$ cat src/rtl/ram_arbiter_dual.sv
// Two-port arbiter in front of one synchronous RAM (1-cycle read latency), with locked bursts.
// Define RAM_ARB_RR_EN for round-robin arbitration; otherwise port 1 has fixed priority.
module ram_arbiter_dual #(
    parameter int width     = 16,
    parameter int add_width = 13
) (
    input  logic                 clk,
    input  logic                 rst,
    input  logic                 req0,
    input  logic                 we0,
    input  logic                 lock0,
    input  logic [add_width-1:0] add0,
    input  logic [width-1:0]     wr0,
    output logic                 gnt0,
    output logic                 vld0,
    output logic [width-1:0]     rd0,
    input  logic                 req1,
    input  logic                 we1,
    input  logic                 lock1,
    input  logic [add_width-1:0] add1,
    input  logic [width-1:0]     wr1,
    output logic                 gnt1,
    output logic                 vld1,
    output logic [width-1:0]     rd1,
    output logic                 mem_we,
    output logic [add_width-1:0] mem_add,
    output logic [width-1:0]     mem_wr,
    input  logic [width-1:0]     mem_rd
);

    typedef enum logic [1:0] {
        IDLE = 2'd0,
        OWN0 = 2'd1,
        OWN1 = 2'd2
    } state_t;

    state_t           state_q, state_d;
    logic             rd_vld_q, rd_vld_d;
    logic             rd_own_q, rd_own_d;
    logic [width-1:0] rd0_q, rd0_d;
    logic [width-1:0] rd1_q, rd1_d;
    logic             locked;
    logic             pick1;
`ifdef RAM_ARB_RR_EN
    logic             rr_q, rr_d;
`endif

    // Grant selection: a live lock owner wins outright, otherwise the priority rule decides.
    always_comb begin
        gnt0   = 1'b0;
        gnt1   = 1'b0;
        locked = 1'b0;
        pick1  = 1'b0;
        if (rst) begin
            gnt0 = 1'b0;
            gnt1 = 1'b0;
        end else if ((state_q == OWN0) && req0) begin
            gnt0   = 1'b1;
            locked = 1'b1;
        end else if ((state_q == OWN1) && req1) begin
            gnt1   = 1'b1;
            locked = 1'b1;
        end else if (req0 && req1) begin
`ifdef RAM_ARB_RR_EN
            pick1 = rr_q;
`else
            pick1 = 1'b1;
`endif
            gnt0 = ~pick1;
            gnt1 = pick1;
        end else begin
            gnt0 = req0;
            gnt1 = req1;
        end
    end

    // RAM request mux; port 0 fields are forwarded when nobody is granted.
    always_comb begin
        mem_add = add0;
        mem_wr  = wr0;
        mem_we  = 1'b0;
        if (gnt1) begin
            mem_add = add1;
            mem_wr  = wr1;
            mem_we  = we1;
        end else if (gnt0) begin
            mem_we = we0;
        end else begin
            mem_we = 1'b0;
        end
    end

    // Next-state: lock ownership, read-owner tag, read-data hold registers, RR pointer.
    always_comb begin
        state_d  = IDLE;
        rd_vld_d = (gnt0 | gnt1) & ~mem_we;
        rd_own_d = gnt1;
        rd0_d    = rd0_q;
        rd1_d    = rd1_q;
        if (gnt0 && lock0) begin
            state_d = OWN0;
        end else if (gnt1 && lock1) begin
            state_d = OWN1;
        end else begin
            state_d = IDLE;
        end
        if (vld0) begin
            rd0_d = mem_rd;
        end else begin
            rd0_d = rd0_q;
        end
        if (vld1) begin
            rd1_d = mem_rd;
        end else begin
            rd1_d = rd1_q;
        end
`ifdef RAM_ARB_RR_EN
        // The pointer then prefers the port that did not just win.
        if ((gnt0 || gnt1) && !locked) begin
            rr_d = gnt0;
        end else begin
            rr_d = rr_q;
        end
`endif
    end

    // State and pipeline registers with synchronous reset.
    always_ff @(posedge clk) begin
        if (rst) begin
            state_q  <= IDLE;
            rd_vld_q <= 1'b0;
            rd_own_q <= 1'b0;
            rd0_q    <= {width{1'b0}};
            rd1_q    <= {width{1'b0}};
`ifdef RAM_ARB_RR_EN
            rr_q     <= 1'b0;
`endif
        end else begin
            state_q  <= state_d;
            rd_vld_q <= rd_vld_d;
            rd_own_q <= rd_own_d;
            rd0_q    <= rd0_d;
            rd1_q    <= rd1_d;
`ifdef RAM_ARB_RR_EN
            rr_q     <= rr_d;
`endif
        end
    end

    // RAM data arrives the cycle after the grant, so it is forwarded directly while vld is high.
    assign vld0 = rd_vld_q & ~rd_own_q & ~rst;
    assign vld1 = rd_vld_q & rd_own_q & ~rst;
    assign rd0  = rst ? {width{1'b0}} : (vld0 ? mem_rd : rd0_q);
    assign rd1  = rst ? {width{1'b0}} : (vld1 ? mem_rd : rd1_q);

endmodule

$ cat config.mk
export PLATFORM = sky130hd
export DESIGN_NAME = ram_arbiter_dual
export DESIGN_NICKNAME = d
export VERILOG_FILES = /design/src/rtl/ram_arbiter_dual.sv
export SDC_FILE = /design/constraint.sdc
export NUM_CORES = 1
export LEC_CHECK = 0
export BUFFER_PORTS_ARGS = -buffer_cell sky130_fd_sc_hd__buf_2
export CORE_MARGIN = 3
export CORE_UTILIZATION = 35
export DETAILED_ROUTE_END_ITERATION = 16
export GPL_TIMING_DRIVEN = 0
export PLACE_DENSITY_LB_ADDON = 0.15
export SLEW_MARGIN = 20
export SYNTH_ARGS = -nofsm -noshare
export SYNTH_HDL_FRONTEND = slang
export SYNTH_SLANG_ARGS = --single-unit
export TNS_END_PERCENT = 20
$ cat constraint.sdc
create_clock -name clk -period 1.1 [get_ports clk]
set_input_delay 0.11 -clock clk [delete_from_list [all_inputs] [get_ports clk]]
set_output_delay 0.11 -clock clk [all_outputs]
set_load 0.02 [all_outputs]
==> results of run 1 <==
state kept, by name (all words and copies together) (netlist names):
| name | flops |
|---|---|
| rd0_q | 16 |
| rd1_q | 16 |
| state_q | 2 |
| rd_own_q | 1 |
| rd_vld_q | 1 |
cell usage after synthesis:
cell	instances
sky130_fd_sc_hd__nand3b_1	1
sky130_fd_sc_hd__buf_6	3
sky130_fd_sc_hd__nor2b_1	1
sky130_fd_sc_hd__nand2_1	65
sky130_fd_sc_hd__mux2_4	29
sky130_fd_sc_hd__nand2b_1	3
sky130_fd_sc_hd__buf_1	2
sky130_fd_sc_hd__buf_2	5
sky130_fd_sc_hd__a22o_1	1
sky130_fd_sc_hd__clkbuf_2	2
sky130_fd_sc_hd__inv_1	2
sky130_fd_sc_hd__o21bai_1	1
sky130_fd_sc_hd__and2_1	3
sky130_fd_sc_hd__a221oi_1	1
sky130_fd_sc_hd__nand3b_4	1
sky130_fd_sc_hd__a21oi_1	33
sky130_fd_sc_hd__clkbuf_1	2
sky130_fd_sc_hd__nor2_1	2
sky130_fd_sc_hd__dfxtp_1	36
placed cells by master (no fill, tap or decap), types with 2 or more instances in the layout:
cell type                   n
sky130_fd_sc_hd__buf_2     88
sky130_fd_sc_hd__a21oi_2   13
sky130_fd_sc_hd__buf_12     4
sky130_fd_sc_hd__buf_6     45
sky130_fd_sc_hd__nand2_4   18
sky130_fd_sc_hd__dfxtp_1   34
sky130_fd_sc_hd__a21oi_4   20
sky130_fd_sc_hd__clkbuf_8   6
sky130_fd_sc_hd__buf_8      5
sky130_fd_sc_hd__buf_4     20
sky130_fd_sc_hd__inv_1      2
sky130_fd_sc_hd__nand2_2    7
sky130_fd_sc_hd__and2_1     2
sky130_fd_sc_hd__nand2b_1   3
sky130_fd_sc_hd__mux2_4    29
sky130_fd_sc_hd__nand2_1   40
sky130_fd_sc_hd__nor2_2     2
sky130_fd_sc_hd__dfxtp_4    2
logic make-up after synthesis:
kind of cell,count (synthesis),share of synthesized area
simple gates,76,0.183
buf+inv,16,0.0519
compound gates,36,0.108
mux,29,0.247
flops,36,0.409
critical path: stages, from the launching register on:
cell	delay, ns
sky130_fd_sc_hd__dfxtp_1	0.30
sky130_fd_sc_hd__nand3b_1	0.19
sky130_fd_sc_hd__nand3b_4	0.16
sky130_fd_sc_hd__buf_12	0.16
sky130_fd_sc_hd__mux2_4	0.30
sky130_fd_sc_hd__buf_2	0.16
worst paths after layout:
check | from | to | slack, ns | depth (start not counted)
setup reg to reg | state_q[1]$_SDFF_PP0_ | rd_vld_q$_SDFF_PP0_ | -0.14 | 5
hold / removal | lock1 | state_q[1]$_SDFF_PP0_ | 0.03 | 2
setup / recovery | state_q[1]$_SDFF_PP0_ | mem_wr[1] | -0.56 | 5
hold reg to reg | rd1_q[2]$_DFF_P_ | rd1_q[2]$_DFF_P_ | 0.47 | 2
power groups by stage:
| stage | clock, W | combinational (W) | sequential [W] |
|---|---|---|---|
| final | 0.000984 | 0.00123 | 0.00138 |
| after global routing | 0.00108 | 0.00130 | 0.00139 |
| after CTS | 0.000994 | 0.00113 | 0.00138 |
| after detailed placement | 0 | 0.000996 | 0.00141 |
| after global placement | 0 | 0.000983 | 0.00140 |
| after floorplan | 0 | 0.000647 | 0.00140 |
routing by layer:
layer	track usage	part of all wire	vias up
li1	-	-	953
met2	0.335	0.55	66
met4	0.0272	0.0042	0
met3	0.0493	0.057	4
met1	0.227	0.39	893
met5	0	0	-
per-stage QoR:
| step | power (W) | TNS (ns) | util | instance area [µm²] |
|---|---|---|---|---|
| after floorplan | 0.00205 | -4.97 | - | 2130 |
| after global placement | 0.00239 | -13.83 | 0.614 | 2940 |
| after detailed placement | 0.00240 | -14.44 | 0.614 | 2940 |
| after CTS | 0.00350 | -31.68 | 0.713 | 3410 |
| after global routing | 0.00376 | -34.83 | 0.750 | 3590 |
| final | 0.00359 | -30.16 | 0.750 | 3590 |
area by class of cell:
cell class                      instances  area, µm²  share of cell area
Multi-Input combinational cell        141       1390               0.387
Timing Repair Buffer                  150       1100               0.306
Sequential cell                        36        728               0.203
Buffer                                 14        186              0.0520
Clock buffer                            7       86.3              0.0241
Tap cell                               67       83.8              0.0234
Clock inverter                          1       7.51             0.00209
Inverter                                2       7.51             0.00209
what timing repair did:
action / in CTS / in global routing
gates resized for setup: 103 / 56
buffers inserted: 3 / 0
endpoints found under the setup margin: 86 / 88
pin swaps: 23 / 10
cloned: 1 / 0
==> flow_metrics.py, run 1 <==
metrics = {
    "run_status": {
        "result_of_the_run": "finished, violations left",
        "violations_in_the_final_reports": "negative setup slack",
    },
    "routing": {
        "drtIter0Drc": 35,
        "wl_per_cell_um": 14.2,
        "final_antenna_net_count": 0,
        "drt_pre_antenna_iters": 4,
        "remaining_drc_errors": 0,
        "wirelength_um": 5950,
        "detail_route.vias_per_cell": 4.58,
        "detailroute.via_count": 1916,
    },
    "clocking": {
        "hold_buffers": 0,
        "cts-buffers-inserted": 5,
        "clk_pin_slew_ns": 0.06,
        "worst_skew_pair.late_latency_ns": 0.29,
        "clock_tree.buffer_depth": 2,
        "cts_num_sinks": 36,
        "master_cell_of_the_clock_root_buffer": "sky130_fd_sc_hd__clkbuf_8",
        "clock_tree_from_tritoncts": "built",
        "cts_max_level": 2,
    },
    "floorplan": {
        "die_width_um": 76.9,
        "die_area_um2": 5920,
        "initial_utilization": 0.368,
        "top_level_port_count": 148,
        "core_area_um2": 4790,
        "chipHeight_um": 76.9,
        "number_of_placement_rows": 25,
    },
    "critical_path": {
        "critical_path.endpoint_type": "output port",
        "worstPathMaxFanout": 10,
        "cp_data_arrival_time_ns": 1.55,
        "timing_worst_setup_path_type": "reg2out",
        "start_kind": "flip-flop",
        "wp_data_required_ns": 0.99,
    },
    "sta": {
        "fin_crit_share": 1.51,
        "hold_slack_ns": 0.0274,
        "final_max_tran_viols": 0,
        "final_setup_slack_of_the_worst_path_ns": -0.560,
        "fin_crit_ns": 1.66,
        "max_freq_ghz": 0.602,
        "setup_skew_after_layout_ns": 0.0140,
        "rsz_0062_raised_after_global_routing": "true",
        "final_hold_viol_count": 0,
        "setup_viol_count_final": 71,
        "max_slew_headroom": 0.655,
        "timing_worst_slew_pin_value_ns": 0.518,
    },
    "pwr": {
        "combPwrFrac": 0.342,
        "internal_power_w": 0.00249,
        "swShare": 0.306,
        "switching_pwr_w": 0.00110,
        "pwr-share-clk": 0.274,
        "power-per-cell-area_nw_per_um2": 1000,
        "worst_ir_drop_vdd_mv": 0.824,
        "power.leakage_nw": 1.73,
        "reg_power_frac": 0.384,
    },
    "grt": {
        "via_count_of_the_first_global_routing_pass": 1890,
        "grt_first_pass_wirelength_um": 9040,
        "number_of_antenna_violations_at_the_first_check_in_global_routing": 0,
        "grt_start_max_net_pins": 12,
        "globalRouteTotalUtil": 0.187,
        "grt-ovfl-total": 0,
    },
    "final_layout": {
        "final_net_count": 432,
        "layout-area-overhead-vs-synth_pct": 104,
        "drive_gt1_frac": 0.755,
        "n_antenna_cell": 0,
        "fillerInstances": 351,
        "stdcell_count": 418,
    },
    "synth": {
        "seq_area_frac_synth": 0.409,
        "synth_area_um2": 1760,
        "synthesis.yosys.warnings": 0,
        "number_of_instances_in_the_synthesized_netlist": 193,
        "ys_top_cells_by_area": "sky130_fd_sc_hd__dfxtp_1 41%, sky130_fd_sc_hd__mux2_4 25%, sky130_fd_sc_hd__nand2_1 14%",
        "yosys.cell_types.count": 19,
        "syn-mean-instance-area_um2": 9.12,
        "synth.ff_latch_count": 36,
        "synth.largest_area_cell": "sky130_fd_sc_hd__dfxtp_1",
        "synth_top_area_frac": 0.409,
        "net_count_of_the_mapped_netlist": 275,
    },
    "hold_path": {
        "hp-class": "in2reg",
    },
    "placement": {
        "dp_hpwl_um": 4440,
        "placer_congestion_estimate": 0.727,
        "dp_cells": 406,
        "place_worst_setup_slack_ns": -0.317,
        "numPortBuffers": 146,
    },
    "flow_run": {
        "drv_cap": 0,
    },
}
(Power assumes the default switching activity.)
==> run 2, diff against run 1 <==
--- a/config.mk
+++ b/config.mk
@@ -11,6 +11,7 @@
 export DETAILED_ROUTE_END_ITERATION = 16
 export GPL_TIMING_DRIVEN = 0
 export PLACE_DENSITY_LB_ADDON = 0.15
+export SETUP_SLACK_MARGIN = 0.1
 export SLEW_MARGIN = 20
 export SYNTH_ARGS = -nofsm -noshare
 export SYNTH_HDL_FRONTEND = slang
==> flow_metrics.py, run 2 (synthesis results as in run 1) <==
metrics = {
    "critical_path": {
        "r2r_cells": 7,
        "slowest_stage": "sky130_fd_sc_hd__dfxtp_2",
        "timing_worst_setup_path_type": "reg2out",
        "cell_family_with_most_cp_delay": "simple AND/OR/NAND/NOR gates",
        "critical_path.reg2reg.startpoint": "rd_own_q$_SDFF_PP0_",
        "critical_path.endpoint_type": "output port",
        "setup.worst_path.start": "state_q[1]$_SDFF_PP0_",
        "crit-reg2reg-capture": "rd0_q[9]$_DFF_P_",
        "worstPathMaxFanout": 10,
        "cp_cell_sequence": "nand3b_1 -> nand3b_4 -> buf_8 -> mux2_4 -> buf_2",
        "reg2reg_setup_slack_ns": -0.14,
        "slowest_delay_ns": 0.32,
        "start_kind": "flip-flop",
        "wp_data_required_ns": 0.99,
        "cp_data_arrival_time_ns": 1.59,
        "critical_path.n_buffers_inverters": 2,
    },
    "sta": {
        "setup_viol_count_final": 76,
        "fin_crit_share": 1.55,
        "final_setup_slack_of_the_worst_path_ns": -0.600,
        "setup_skew_after_layout_ns": 0.00431,
        "max_freq_ghz": 0.588,
        "final_max_tran_viols": 0,
        "max_slew_headroom": 0.656,
        "timing_worst_slew_pin_value_ns": 0.516,
        "fin_crit_ns": 1.70,
        "final_hold_viol_count": 0,
        "rsz_0062_raised_after_global_routing": "true",
    },
    "pwr": {
        "power-per-cell-area_nw_per_um2": 998,
        "worst_ir_drop_vdd_mv": 0.557,
        "power.leakage_nw": 1.79,
    },
    "floorplan": {
        "top_level_port_count": 148,
        "initial_utilization": 0.368,
        "chipHeight_um": 76.9,
        "core_area_um2": 4790,
        "number_of_placement_rows": 25,
        "die_area_um2": 5920,
        "die_width_um": 76.9,
    },
    "placement": {
        "place_worst_setup_slack_ns": -0.342,
        "dp_hpwl_um": 4540,
        "dp_cells": 406,
        "numPortBuffers": 146,
        "placer_congestion_estimate": 0.688,
    },
    "clocking": {
        "worst_skew_pair.late_latency_ns": 0.28,
        "cts_max_level": 2,
        "clock_tree.buffer_depth": 2,
        "cts-buffers-inserted": 5,
        "clk_pin_slew_ns": 0.07,
        "hold_buffers": 0,
        "master_cell_of_the_clock_root_buffer": "sky130_fd_sc_hd__clkbuf_8",
        "cts_num_sinks": 36,
        "clock_tree_from_tritoncts": "built",
    },
    "hold_path": {
        "hp-class": "in2reg",
        "worst_hold_startpoint": "we1",
        "hold_path_depth": 2,
        "hold-path-endpoint": "rd_vld_q$_SDFF_PP0_",
    },
    "final_layout": {
        "n_antenna_cell": 0,
        "final_cell_mix": "106 x sky130_fd_sc_hd__buf_2, 35 x sky130_fd_sc_hd__buf_6, 35 x sky130_fd_sc_hd__nand2_1, 33 x sky130_fd_sc_hd__dfxtp_1, 29 x sky130_fd_sc_hd__mux2_4",
        "layout-area-overhead-vs-synth_pct": 107,
        "stdcell_count": 422,
        "layout_commonest_cell": "sky130_fd_sc_hd__buf_2",
        "top_regs": "rd0_q (16), rd1_q (16), state_q (2)",
        "final_net_count": 437,
        "drive_gt1_frac": 0.780,
    },
    "routing": {
        "wl_per_cell_um": 14.6,
        "drt_pre_antenna_iters": 4,
        "drtIter0Drc": 64,
        "remaining_drc_errors": 0,
        "wirelength_um": 6180,
        "final_antenna_net_count": 0,
        "detailroute.via_count": 1957,
        "detail_route.vias_per_cell": 4.64,
    },
    "grt": {
        "number_of_antenna_violations_at_the_first_check_in_global_routing": 0,
        "grt_first_pass_wirelength_um": 9980,
        "via_count_of_the_first_global_routing_pass": 2134,
        "grt-ovfl-total": 0,
        "globalRouteTotalUtil": 0.208,
        "grt_start_max_net_pins": 11,
    },
    "flow_run": {
        "drv_cap": 0,
    },
    "run_status": {
        "result_of_the_run": "finished, violations left",
        "violations_in_the_final_reports": "negative setup slack",
    },
}
==> run 2: cell count changes in the layout (fill, tap and decap cells not counted), moves of 3 or more <==
cell	previous run	this run
sky130_fd_sc_hd__buf_2	88	106
sky130_fd_sc_hd__buf_4	20	14
sky130_fd_sc_hd__buf_6	45	35
sky130_fd_sc_hd__nand2_1	40	35
sky130_fd_sc_hd__nand2_2	7	4
sky130_fd_sc_hd__nand2_4	18	26
==> run 2: layout make-up <==
class | instances | area [µm²]
clock buffer | 7 | 96.3
timing repair buffer | 155 | 1110
sequential | 36 | 729
tap | 67 | 83.8
inverter | 2 | 7.51
multi-input combinational | 141 | 1450
fill | 323 | 1140
buffer | 14 | 173
==> run 2: worst max path at each step <==
| stage | cells after the start | end |
|---|---|---|
| CTS | 5 | mem_wr[12] |
| detailed placement | 6 | rd0[14] |
| global route | 5 | mem_wr[8] |
| global placement | 6 | rd0[14] |
| finish | 5 | mem_wr[12] |
| floorplan | 4 | mem_add[0] |
==> run 2: worst reg2reg max path: cells and delay by family, from the launching register on <==
kind | cells | cell delay [ns]
buf+inv | 4 | 0.52
simple gates | 2 | 0.20
flops | 1 | 0.36
compound gates | 1 | 0.06
==> run 2: metal layers <==
layer  vias up  track usage  wire, µm
met2        85        0.354      3110
met3         9       0.0763       472
met1       901        0.246      2530
li1        962            -         -
met4         0       0.0580        68
met5         -            0         0
==> run 2: metrics by stage <==
| stage | total power, W | hold slack (ns) | area, µm² | TNS, ns | utilization |
|---|---|---|---|---|---|
| global placement | 0.00236 | 0.320 | 2920 | -13.68 | 0.609 |
| detailed placement | 0.00237 | 0.319 | 2920 | -14.73 | 0.609 |
| floorplan | 0.00203 | 0.207 | 2100 | -5.94 | - |
| CTS | 0.00363 | 0.0195 | 3580 | -32.49 | 0.747 |
| finish | 0.00364 | 0.0160 | 3650 | -32.46 | 0.763 |
| global route | 0.00382 | 0.0142 | 3650 | -37.55 | 0.763 |
==> run 2: repair_timing <==
item,in CTS,in global routing
resized for setup,126,24
buffers inserted,7,0
gates cloned,2,0
pin swaps,36,8
endpoints found under the setup margin,90,95
==> run 2: report_power, final <==
| group | switching (W) | internal [W] | leakage, nW |
|---|---|---|---|
| combinational | 0.000618 | 0.000639 | 1.44 |
| sequential | 0.0000312 | 0.00136 | 0.295 |
| clock | 0.000438 | 0.000557 | 0.0503 |
==> run 3, diff against run 2 <==
--- a/config.mk
+++ b/config.mk
@@ -6,8 +6,11 @@
 export NUM_CORES = 1
 export LEC_CHECK = 0
 export BUFFER_PORTS_ARGS = -buffer_cell sky130_fd_sc_hd__buf_2
+export CELL_PAD_IN_SITES_DETAIL_PLACEMENT = 1
+export CELL_PAD_IN_SITES_GLOBAL_PLACEMENT = 1
 export CORE_MARGIN = 3
-export CORE_UTILIZATION = 35
+export CORE_UTILIZATION = 23
+export CTS_CLUSTER_DIAMETER = 200
 export DETAILED_ROUTE_END_ITERATION = 16
 export GPL_TIMING_DRIVEN = 0
 export PLACE_DENSITY_LB_ADDON = 0.15
==> flow_metrics.py, run 3 (synthesis results as in run 1) <==
metrics = {
    "routing": {
        "detailroute.via_count": 1992,
        "drtIter0Drc": 45,
        "remaining_drc_errors": 0,
        "final_antenna_net_count": 0,
        "wirelength_um": 7240,
        "drt_pre_antenna_iters": 4,
        "detail_route.vias_per_cell": 4.37,
        "wl_per_cell_um": 15.9,
    },
    "sta": {
        "final_hold_viol_count": 0,
        "final_setup_slack_of_the_worst_path_ns": -0.570,
        "setup_skew_after_layout_ns": 0.0128,
        "fin_crit_ns": 1.67,
        "fin_tns_setup_ns": -30.99,
        "max_freq_ghz": 0.599,
        "final_max_tran_viols": 0,
        "timing_worst_slew_pin_value_ns": 0.511,
        "rsz_0062_raised_after_global_routing": "true",
        "max_slew_headroom": 0.659,
        "fin_crit_share": 1.52,
        "setup_viol_count_final": 76,
    },
    "final_layout": {
        "final_cell_mix": "89 x sky130_fd_sc_hd__buf_2, 40 x sky130_fd_sc_hd__buf_6, 35 x sky130_fd_sc_hd__nand2_1, 34 x sky130_fd_sc_hd__dfxtp_1, 29 x sky130_fd_sc_hd__mux2_4",
        "n_antenna_cell": 0,
        "drive_gt1_frac": 0.779,
        "top_regs": "rd0_q (16), rd1_q (16), state_q (2)",
        "stdcell_count": 456,
        "post_route_standard_cell_area_excluding_fillers_um2": 3730,
        "layout_commonest_cell": "sky130_fd_sc_hd__buf_2",
        "layout-area-overhead-vs-synth_pct": 112,
        "final_net_count": 438,
    },
    "critical_path": {
        "cell_family_with_most_cp_delay": "simple AND/OR/NAND/NOR gates",
        "slowest_stage": "sky130_fd_sc_hd__dfxtp_1",
        "cp_data_arrival_time_ns": 1.56,
        "timing_worst_setup_path_type": "reg2out",
        "critical_path.endpoint_type": "output port",
        "critical_path.n_buffers_inverters": 2,
        "worstPathMaxFanout": 10,
        "slowest_delay_ns": 0.31,
        "wp_data_required_ns": 0.99,
        "cp_cell_sequence": "nand3b_1 -> nand3b_4 -> buf_12 -> mux2_4 -> buf_4",
        "start_kind": "flip-flop",
    },
    "grt": {
        "via_count_of_the_first_global_routing_pass": 2249,
        "number_of_antenna_violations_at_the_first_check_in_global_routing": 0,
        "grt-ovfl-total": 0,
        "globalRouteTotalUtil": 0.165,
        "grt_start_max_net_pins": 12,
        "grt_first_pass_wirelength_um": 11300,
    },
    "floorplan": {
        "top_level_port_count": 148,
        "die_area_um2": 8740,
        "chipHeight_um": 93.5,
        "initial_utilization": 0.240,
        "number_of_placement_rows": 31,
        "core_area_um2": 7330,
        "die_width_um": 93.5,
    },
    "clocking": {
        "cts_num_sinks": 36,
        "clk_pin_slew_ns": 0.07,
        "cts_max_level": 2,
        "hold_buffers": 0,
        "master_cell_of_the_clock_root_buffer": "sky130_fd_sc_hd__clkbuf_8",
        "worst_skew_pair.late_latency_ns": 0.29,
        "clock_tree_from_tritoncts": "built",
        "clock_tree.buffer_depth": 2,
        "cts-buffers-inserted": 5,
    },
    "placement": {
        "dp_cells": 438,
        "dp_hpwl_um": 5540,
        "numPortBuffers": 146,
        "placer_congestion_estimate": 0.713,
        "dpl_cell_area_um2": 2960,
    },
    "run_status": {
        "violations_in_the_final_reports": "negative setup slack",
        "result_of_the_run": "finished, violations left",
    },
    "flow_run": {
        "drv_cap": 0,
    },
    "hold_path": {
        "hp-class": "in2reg",
    },
    "pwr": {
        "power-per-cell-area_nw_per_um2": 988,
        "power.leakage_nw": 1.79,
        "worst_ir_drop_vdd_mv": 0.436,
    },
}
run 3: cell types whose count changed in the layout (fill, tap and decap cells not counted), sizes merged:
cell	previous run	this run
clkinvlp	0	1
buf	167	168
run 3: layer usage:
layer / vias to the layer above / track usage / routed length, µm
li1: 968 / - / -
met1: 948 / 0.193 / 2790
met2: 70 / 0.296 / 3880
met3: 6 / 0.0426 / 505
met4: 0 / 0.0403 / 70
met5: - / 0 / 0
run 3: worst paths after layout:
kind | start | to | slack [ns] | depth (start not counted)
hold / removal | lock0 | state_q[0]$_SDFF_PP0_ | 0.04 | 2
setup / recovery | state_q[1]$_SDFF_PP0_ | mem_add[0] | -0.57 | 5
setup reg to reg | rd_own_q$_SDFF_PP0_ | rd0_q[7]$_DFF_P_ | -0.15 | 7
hold reg to reg | rd0_q[15]$_DFF_P_ | rd0_q[15]$_DFF_P_ | 0.47 | 2
run 3: metrics by stage:
step                worst slack, ns   util  hold WS (ns)  power (W)
CTS                          -0.588  0.500        0.0241    0.00370
global route                 -0.662  0.509        0.0282    0.00388
detailed placement           -0.354  0.403         0.320    0.00239
finish                       -0.570  0.509        0.0358    0.00369
floorplan                   -0.0992      -         0.207    0.00203
global placement             -0.345  0.403         0.316    0.00238
run 3: layout make-up:
type                            instances  area, µm²
Clock buffer                            7       86.3
Tap cell                               99        124
Fill cell                             824       3600
Sequential cell                        36        728
Timing Repair Buffer                  156       1150
Multi-Input combinational cell        141       1430
Inverter                                2       7.51
Buffer                                 14        190
Clock inverter                          1       7.51
run 3: what timing repair did:
action	CTS	global route
cloned	2	0
resized for setup	149	23
buffers inserted	8	0
pin swaps	31	12
endpoints found under the setup margin	89	98
hold endpoints to repair	0	0
run 3: worst reg2reg max path, delay by kind of cell, from the launching register on:
kind                   cells  cell delay [ns]
AOI/OAI and AO/OA          1             0.06
DFF                        1             0.36
and+or+nand+nor            2             0.22
buffers and inverters      4             0.53
run 3: report_power, final:
part	switching (W)	internal [W]	total [W]
combinational	0.000633	0.000676	0.00131
sequential	0.0000269	0.00136	0.00138
clock	0.000485	0.000510	0.000995
